[config.mk]
export PLATFORM = sky130hd
export DESIGN_NAME = program_loader
export DESIGN_NICKNAME = d
export VERILOG_FILES = /design/src/rtl/program_loader.sv
export SDC_FILE = /design/constraint.sdc
export NUM_CORES = 1
export LEC_CHECK = 0
export CORE_ASPECT_RATIO = 1.75
export CORE_MARGIN = 10
export CORE_UTILIZATION = 55
export CTS_CLUSTER_SIZE = 25
export DETAILED_ROUTE_END_ITERATION = 8
export MAX_ROUTING_LAYER = met4
export PLACE_DENSITY = 0.78
export SETUP_SLACK_MARGIN = 0.02
export SYNTH_ARGS = -nofsm -noshare
export SYNTH_HDL_FRONTEND = slang
export SYNTH_SLANG_ARGS = --single-unit
[constraint.sdc]
create_clock -name clk -period 8 [get_ports clk]
set_input_delay 1.6 -clock clk [delete_from_list [all_inputs] [get_ports clk]]
set_output_delay 1.6 -clock clk [all_outputs]
set_load 0.01 [all_outputs]
[src/rtl/program_loader.sv]
// Serial program loader: assembles a big-endian origin/count/data byte stream into
// 16-bit words, writes them through the memory direct port, then optionally reads them back.
module program_loader #(
  parameter bit VERIFY_EN = 1'b1
) (
  input  logic        clk,
  input  logic        reset,
  input  logic        start,
  input  logic [7:0]  byte_in,
  input  logic        byte_valid,
  output logic        byte_ready,
  output logic [15:0] address_in_direct,
  output logic [15:0] data_in_direct,
  output logic        wren_direct,
  input  logic [15:0] mem_out_direct,
  output logic        busy,
  output logic        done,
  output logic        error,
  output logic [15:0] checksum
);

  typedef enum logic [3:0] {
    IDLE, ORG_H, ORG_L, CNT_H, CNT_L, DAT_H, DAT_L, WRITE, VRD, VCHK, FIN
  } state_t;

  state_t      state_reg, state_next;
  logic [15:0] origin_reg, count_reg, index_reg, word_reg, rsum_reg, checksum_reg;
  logic [7:0]  hi_reg;
  logic        busy_reg, done_reg, error_reg;

  logic        accept;
  logic [15:0] index_inc;
  logic [15:0] rsum_sum;
  logic [15:0] count_asm;
  logic        last_word;

  assign accept    = byte_ready & byte_valid;
  assign index_inc = index_reg + 16'd1;
  assign rsum_sum  = rsum_reg + mem_out_direct;
  assign count_asm = {count_reg[15:8], byte_in};
  assign last_word = !(index_inc < count_reg);

  assign busy     = busy_reg;
  assign done     = done_reg;
  assign error    = error_reg;
  assign checksum = checksum_reg;

  always_ff @(posedge clk or posedge reset) begin
    if (reset) state_reg <= IDLE;
    else       state_reg <= state_next;
  end

  // Port outputs are decoded from state so an asynchronous reset clears them at once.
  always_comb begin
    state_next        = state_reg;
    byte_ready        = 1'b0;
    wren_direct       = 1'b0;
    address_in_direct = 16'd0;
    data_in_direct    = 16'd0;
    case (state_reg)
      IDLE:  if (start) state_next = ORG_H;
      ORG_H: begin byte_ready = 1'b1; if (byte_valid) state_next = ORG_L; end
      ORG_L: begin byte_ready = 1'b1; if (byte_valid) state_next = CNT_H; end
      CNT_H: begin byte_ready = 1'b1; if (byte_valid) state_next = CNT_L; end
      CNT_L: begin
        byte_ready = 1'b1;
        if (byte_valid) state_next = (count_asm == 16'd0) ? FIN : DAT_H;
      end
      DAT_H: begin byte_ready = 1'b1; if (byte_valid) state_next = DAT_L; end
      DAT_L: begin byte_ready = 1'b1; if (byte_valid) state_next = WRITE; end
      WRITE: begin
        wren_direct       = 1'b1;
        address_in_direct = origin_reg + index_reg;
        data_in_direct    = word_reg;
        if (!last_word)     state_next = DAT_H;
        else if (VERIFY_EN) state_next = VRD;
        else                state_next = FIN;
      end
      VRD: begin
        address_in_direct = origin_reg + index_reg;
        state_next        = VCHK;
      end
      VCHK:    state_next = (index_inc == count_reg) ? FIN : VRD;
      FIN:     state_next = IDLE;
      default: state_next = IDLE;
    endcase
  end

  always_ff @(posedge clk or posedge reset) begin
    if (reset) begin
      origin_reg   <= 16'd0;
      count_reg    <= 16'd0;
      index_reg    <= 16'd0;
      word_reg     <= 16'd0;
      rsum_reg     <= 16'd0;
      checksum_reg <= 16'd0;
      hi_reg       <= 8'd0;
      busy_reg     <= 1'b0;
      done_reg     <= 1'b0;
      error_reg    <= 1'b0;
    end else begin
      case (state_reg)
        IDLE: if (start) begin
          busy_reg     <= 1'b1;
          done_reg     <= 1'b0;
          error_reg    <= 1'b0;
          checksum_reg <= 16'd0;
          index_reg    <= 16'd0;
        end
        ORG_H: if (accept) origin_reg[15:8] <= byte_in;
        ORG_L: if (accept) origin_reg[7:0]  <= byte_in;
        CNT_H: if (accept) count_reg[15:8]  <= byte_in;
        CNT_L: if (accept) begin
          count_reg[7:0] <= byte_in;
          if (count_asm == 16'd0) done_reg <= 1'b1;
        end
        DAT_H: if (accept) hi_reg   <= byte_in;
        DAT_L: if (accept) word_reg <= {hi_reg, byte_in};
        WRITE: begin
          checksum_reg <= checksum_reg + word_reg;
          index_reg    <= index_inc;
          if (last_word) begin
            // Readback walks the same address range from the start.
            index_reg <= 16'd0;
            rsum_reg  <= 16'd0;
            if (!VERIFY_EN) done_reg <= 1'b1;
          end
        end
        VCHK: begin
          rsum_reg  <= rsum_sum;
          index_reg <= index_inc;
          if (index_inc == count_reg) begin
            if (rsum_sum != checksum_reg) error_reg <= 1'b1;
            else                          done_reg  <= 1'b1;
          end
        end
        FIN:     busy_reg <= 1'b0;
        default: ;
      endcase
    end
  end

endmodule

# ---- Word-level counts from Yosys, hierarchy flattened
# Index checks and enable logic that the tools add are counted.
dict set report totals {
  reg_bits 111
  latch_bits 0
  ramBits 0
  rom_bits 0
  input_bits 28
  output_inout_bits 53
  wordCells 99
  mem_count 0
}
dict set report classes {
  add_sub_neg 4
  multipliers 0
  n_div 0
  magnitude_cmp 1
  eq_ne 25
  shift 0
  n_mux 32
  bitwise 1
  reduce_logical 23
}
# operator count
set ops {}
lappend ops {{16-bit two-way mux} 5}
lappend ops {{16-bit case mux with 2 select lines} 2}
lappend ops {{16-bit adder} 3}
lappend ops {{16-bit case mux with 3 select lines} 1}
lappend ops {{4-bit case mux with 10 select lines} 1}
lappend ops {{4-bit two-way mux} 9}
lappend ops {{2-bit inequality test, second input constant} 13}
lappend ops {{2-bit AND reduction} 10}
lappend ops {{16-bit by 1-bit adder with 16-bit output, second input constant} 1}
lappend ops {{16-bit == test} 1}
lappend ops {{4-bit by 3-bit == test with 1-bit output, second input constant} 4}
lappend ops {{16-bit zero test} 1}
lappend ops {{16-bit < comparator} 1}
lappend ops {{16-bit inequality test} 1}
lappend ops {{4-bit == test, second input constant} 3}
lappend ops {{1-bit two-way mux} 10}
lappend ops {{4-bit by 2-bit == test with 1-bit output, second input constant} 2}
lappend ops {{2-bit nonzero test} 4}
lappend ops {{7-bit AND reduction} 1}
lappend ops {{6-bit AND reduction} 1}
lappend ops {{3-bit nonzero test} 2}
lappend ops {{6-bit OR reduction} 1}
lappend ops {{4-bit by 1-bit == test with 1-bit output, second input constant} 1}
lappend ops {{4-bit zero test} 1}
lappend ops {{other kinds (6)} 7}

# ---- Logic depth before layout (Yosys ltp)
dict set report depth {
  ltp_word 6
  ltp_mapped 15
  depth_no_buf 14
}

# ---- Least setup slack after synthesis
# No wires, ideal clock.
dict set report synth_timing {
  path_type {reg-to-output}
  from {reg index_reg[0]}
  to {out address_in_direct[14]}
  arrival_ns 2.453
  setup_slack_ns 3.947
  path_stages_with_launch 11
  path_cell_list {dfrtp_1 > ha_1 > fa_1 > a21o_1 > a21oi_1 > nor2b_1 > o21ai_0 > a21oi_1 > a311oi_1 > nor3_1 > nor3_1}
}
dict set report synth_between {
  elab_chain_cells 2
}
# item line_no
set synth_rtl {}
lappend synth_rtl {{start, declared} 27} ;# logic [15:0] origin_reg, count_reg, index_reg, word_reg, rsum_reg, checksum_reg;
lappend synth_rtl {{start signal, assigned} 121} ;# index_reg <= index_inc;
lappend synth_rtl {{start signal, assigned} 131} ;# index_reg <= index_inc;
lappend synth_rtl {{16-bit adder} {73, 80}}
lappend synth_rtl {{16-bit two-way mux} --}
lappend synth_rtl {{end, declared} 12} ;# output logic [15:0] address_in_direct,
# Every way passes these cells.

# ---- Worst setup path after layout
# Ends and elaborated chain as after synthesis.

==> results.sh <==
export IMPL_status="finished, final reports clean"
export IMPL_grt_pass1_wl_microns=32820
export IMPL_synth_compound_area_frac=0.1820
export IMPL_combPwrFrac=0.511
export IMPL_synth_yosys_seq_area_share=0.3597
export IMPL_htree_levels=3
export IMPL_hold_buffers=0
export IMPL_synthSimpleGateAreaFrac=0.1689
export IMPL_worstSkewPairLatency_ns=0.35
export IMPL_power_share_clock=0.163
export IMPL_grt_overflow=0
export IMPL_synth_xor_area_frac=0.07584
export IMPL_hp_class="reg -> reg"
export IMPL_grtUsageTotal=0.2173
export IMPL_rows=57
export IMPL_path_delay_family="compound AO/OA/AOI/OAI gates"
export IMPL_p_leak_uw=0.004131
export IMPL_path_max_fanout=6
export IMPL_synthArstFlopShare=1.000
export IMPL_place_congestion=0.9201
export IMPL_final_hold_violation_count=0
export IMPL_cts_tree="built"
export IMPL_setup_viol=0
export IMPL_fill_cells=1184
export IMPL_layout_nets=984
export IMPL_vias=6421
export IMPL_start_util=0.5581
export IMPL_syn_area_per_cell_sq_um=9.393
export IMPL_cts_setup_buffers=0
export IMPL_p_int_uw=1583
export IMPL_timing_hold_ws_ns=0.4885
export IMPL_cp_num_buf_inv=1
export IMPL_wire_per_inst_microns=18.65
export IMPL_tightest_slew_ns=1.066
export IMPL_synth_fa_ha_area_frac=0.1082
export IMPL_die_area_sq_mm=0.01936
export IMPL_swShare=0.4039
export IMPL_clk_pin_slew_ns=0.07
export IMPL_die_h_microns=176.7
export IMPL_first_global_vias=6714
export IMPL_cap_violations=0
export IMPL_area_growth_synth_to_final_pct=16.14
export IMPL_synth_distinct_cells=68
export IMPL_wirelength_microns=20010
export IMPL_cts_buffers=9
export IMPL_clock_sinks=111
export IMPL_netlist_area_sq_mm=0.007721
export IMPL_diodes=0
export IMPL_max_stage_delay_ns=0.56
export IMPL_ys_ff_latch=111
export IMPL_final_max_slew_viol_count=0
export IMPL_setup_slack_ns=2.899
export IMPL_startpoint_type="flop"
export IMPL_cts_resized=0
export IMPL_power_switching_uw=1073
export IMPL_drive_above_1_share=0.09375
export IMPL_num_io_pins=81
export IMPL_powerDensity_mw_per_mm2=296.1
export IMPL_ys_flop_type="dfrtp_1"
export IMPL_fmax_ghz=0.1961
export IMPL_dpl_hpwl_microns=15610
export IMPL_fin_crit_sh=0.6376
export IMPL_die_w_microns=109.6
export IMPL_endpoint_kind="output pin"
export IMPL_muxShareOfSynthArea=0.07406
export IMPL_vias_per_cell=5.984
export IMPL_rsz0062_at_grt="false"
export IMPL_synth_top_family_by_area="compound AO/OA/AOI/OAI gates"
export IMPL_crit_chain="ha_1, fa_1, a21o_1, a21oi_1, nor2b_1, o21ai_0, a21oi_1, a311oi_1, nor3_1, nor3_1, clkdlybuf4s50_1"
export IMPL_crit_type="reg -> out"
export IMPL_synthCells=822
export IMPL_min_period_ns=5.101
export IMPL_synth_edf_count=0
export IMPL_cts_root_buf="clkbuf_16"
export IMPL_pre_cts_ws_ns=3.223
export IMPL_critPathSlowestCell="clkdlybuf4s50_1"
export IMPL_drt_initial_drc_count=334
export IMPL_drc=0
export IMPL_regToRegSetupSlack_ns=3.53
export IMPL_peakVddDrop_mv=0.1387
export IMPL_cts_buffer_depth=2
export IMPL_ant_nets=0
export IMPL_synth_nets=915
export IMPL_antenna_found_initial=0
export IMPL_portBuffers=80
export IMPL_fin_setup_tns_ns=0
export IMPL_coreArea_sq_mm=0.01384
export IMPL_first_pass_iters=5
export IMPL_seq_power_share=0.326
export IMPL_crit_required_ns=6.40
export IMPL_slew_limit_headroom=0.2841
export IMPL_cp_arrival_ns=3.50
export IMPL_ys_warn_count=0
export IMPL_fin_worst_skew_ns=0.01013
export IMPL_grt_max_degree=63
==> power groups by stage <==
stage	Combinational (uW)	Sequential, uW	Clock [uW]
after floorplan	927	831	0
after global placement	1330	870	0
after detailed placement	1360	876	0
after CTS	1370	866	440
after global routing	1510	889	464
final	1360	866	433
==> metal layers <==
metal  wire length (microns)  GRT usage  vias up
met5                       0          -        -
met4                     752    0.09477        0
met3                     678    0.02553       45
met2                   11050     0.4024      151
met1                    7535     0.2191     3099
li1                        -          -     3126
==> worst register-to-register path, delay by kind of cell (launching register included) <==
| family | cells | cell delay [ns] |
|---|---|---|
| fa+ha+maj | 2 | 0.54 |
| buf+inv | 1 | 0.30 |
| simple gates | 7 | 1.62 |
| xor+xnor | 1 | 0.16 |
| flops | 1 | 0.46 |
| compound gates | 3 | 1.28 |
==> path summary, 6_finish.rpt <==
kind / from / cells past startpoint / end
setup / recovery: index_reg[0] / 11 / address_in_direct[14]
hold / removal: rsum_reg[15] / 1 / rsum_reg[15]
setup reg to reg: index_reg[1] / 14 / index_reg[4]
hold reg to reg: rsum_reg[15] / 1 / rsum_reg[15]
max in group asynchronous: reset / 3 / state_reg[3]
min in group asynchronous: reset / 2 / rsum_reg[4]
==> layout by cell type (no fill, tap or decap), types with 16 or more instances in the layout <==
master	Yosys	layout
clkdlybuf4s50_1	0	80
ha_1	62	62
a21o_1	19	19
a21oi_1	40	40
xor2_1	30	30
nor3_1	16	16
mux2_2	49	49
o21ai_0	46	46
inv_1	35	34
and2_1	19	19
nand2_1	68	68
xnor2_1	29	29
dfrtp_1	111	111
nor2_1	51	51
nand3_1	27	27
==> cells by family (layout without fill, tap and decap cells) <==
family | after synthesis | in the layout
AOI/OAI and AO/OA | 210 | 210
muxes | 51 | 51
xor gates and xnor gates | 62 | 62
adders and majority gates | 65 | 65
and+or+nand+nor | 259 | 259
buffers and inverters | 64 | 138
DFF | 111 | 111
==> synth_stat cells, types with 3 or more instances <==
master | number | area [sq um]
o22ai_1 | 13 | 81.33
nor4_1 | 6 | 37.54
a211oi_1 | 10 | 75.07
nor4b_1 | 3 | 26.28
nand2b_1 | 10 | 62.56
and2_1 | 19 | 118.9
dfrtp_1 | 111 | 2778
o221ai_1 | 3 | 26.28
a22o_1 | 13 | 113.9
xor2_1 | 30 | 262.8
o21ai_0 | 46 | 230.2
o211ai_1 | 7 | 52.55
o2111ai_1 | 3 | 26.28
xnor2_1 | 29 | 254.0
nor2_1 | 51 | 191.4
nand3_1 | 27 | 135.1
fa_1 | 3 | 60.06
o21bai_1 | 4 | 30.03
nor3_1 | 16 | 80.08
or2_2 | 4 | 25.02
nand4_1 | 6 | 37.54
a21oi_1 | 40 | 200.2
mux2_2 | 49 | 551.8
a21o_1 | 19 | 142.6
a31oi_1 | 8 | 50.05
o31ai_1 | 3 | 22.52
o21a_1 | 8 | 60.06
nor2b_1 | 9 | 56.30
clkbuf_1 | 26 | 97.59
nor3b_1 | 7 | 52.55
o21ai_1 | 5 | 25.02
nand2_1 | 68 | 255.2
or3_1 | 9 | 56.30
or4_1 | 5 | 37.54
and3_1 | 12 | 75.07
inv_1 | 35 | 131.4
ha_1 | 62 | 775.7
==> final cells by class <==
cell class              count  area (sq um)  area share
multi-input cells         647          4702      0.5243
flip-flops and latches    111          2778      0.3098
repair buffers             86         845.8     0.09432
clock buffers              11         242.7     0.02707
well taps                 177         221.5     0.02470
inverters                  36         137.6     0.01535
clock inverters             5         40.04    0.004465
==> through the flow <==
step                total power (uW)    util  instance area (sq um)  instances
global placement                2198  0.6277                   8685       1057
detailed placement              2234  0.6277                   8685       1057
floorplan                       1758       -                   7721        822
global route                    2862  0.6481                   8967       1073
CTS                             2674  0.6481                   8967       1073
finish                          2656  0.6481                   8967       1073
Note: power is estimated with default switching activity, not from simulation.
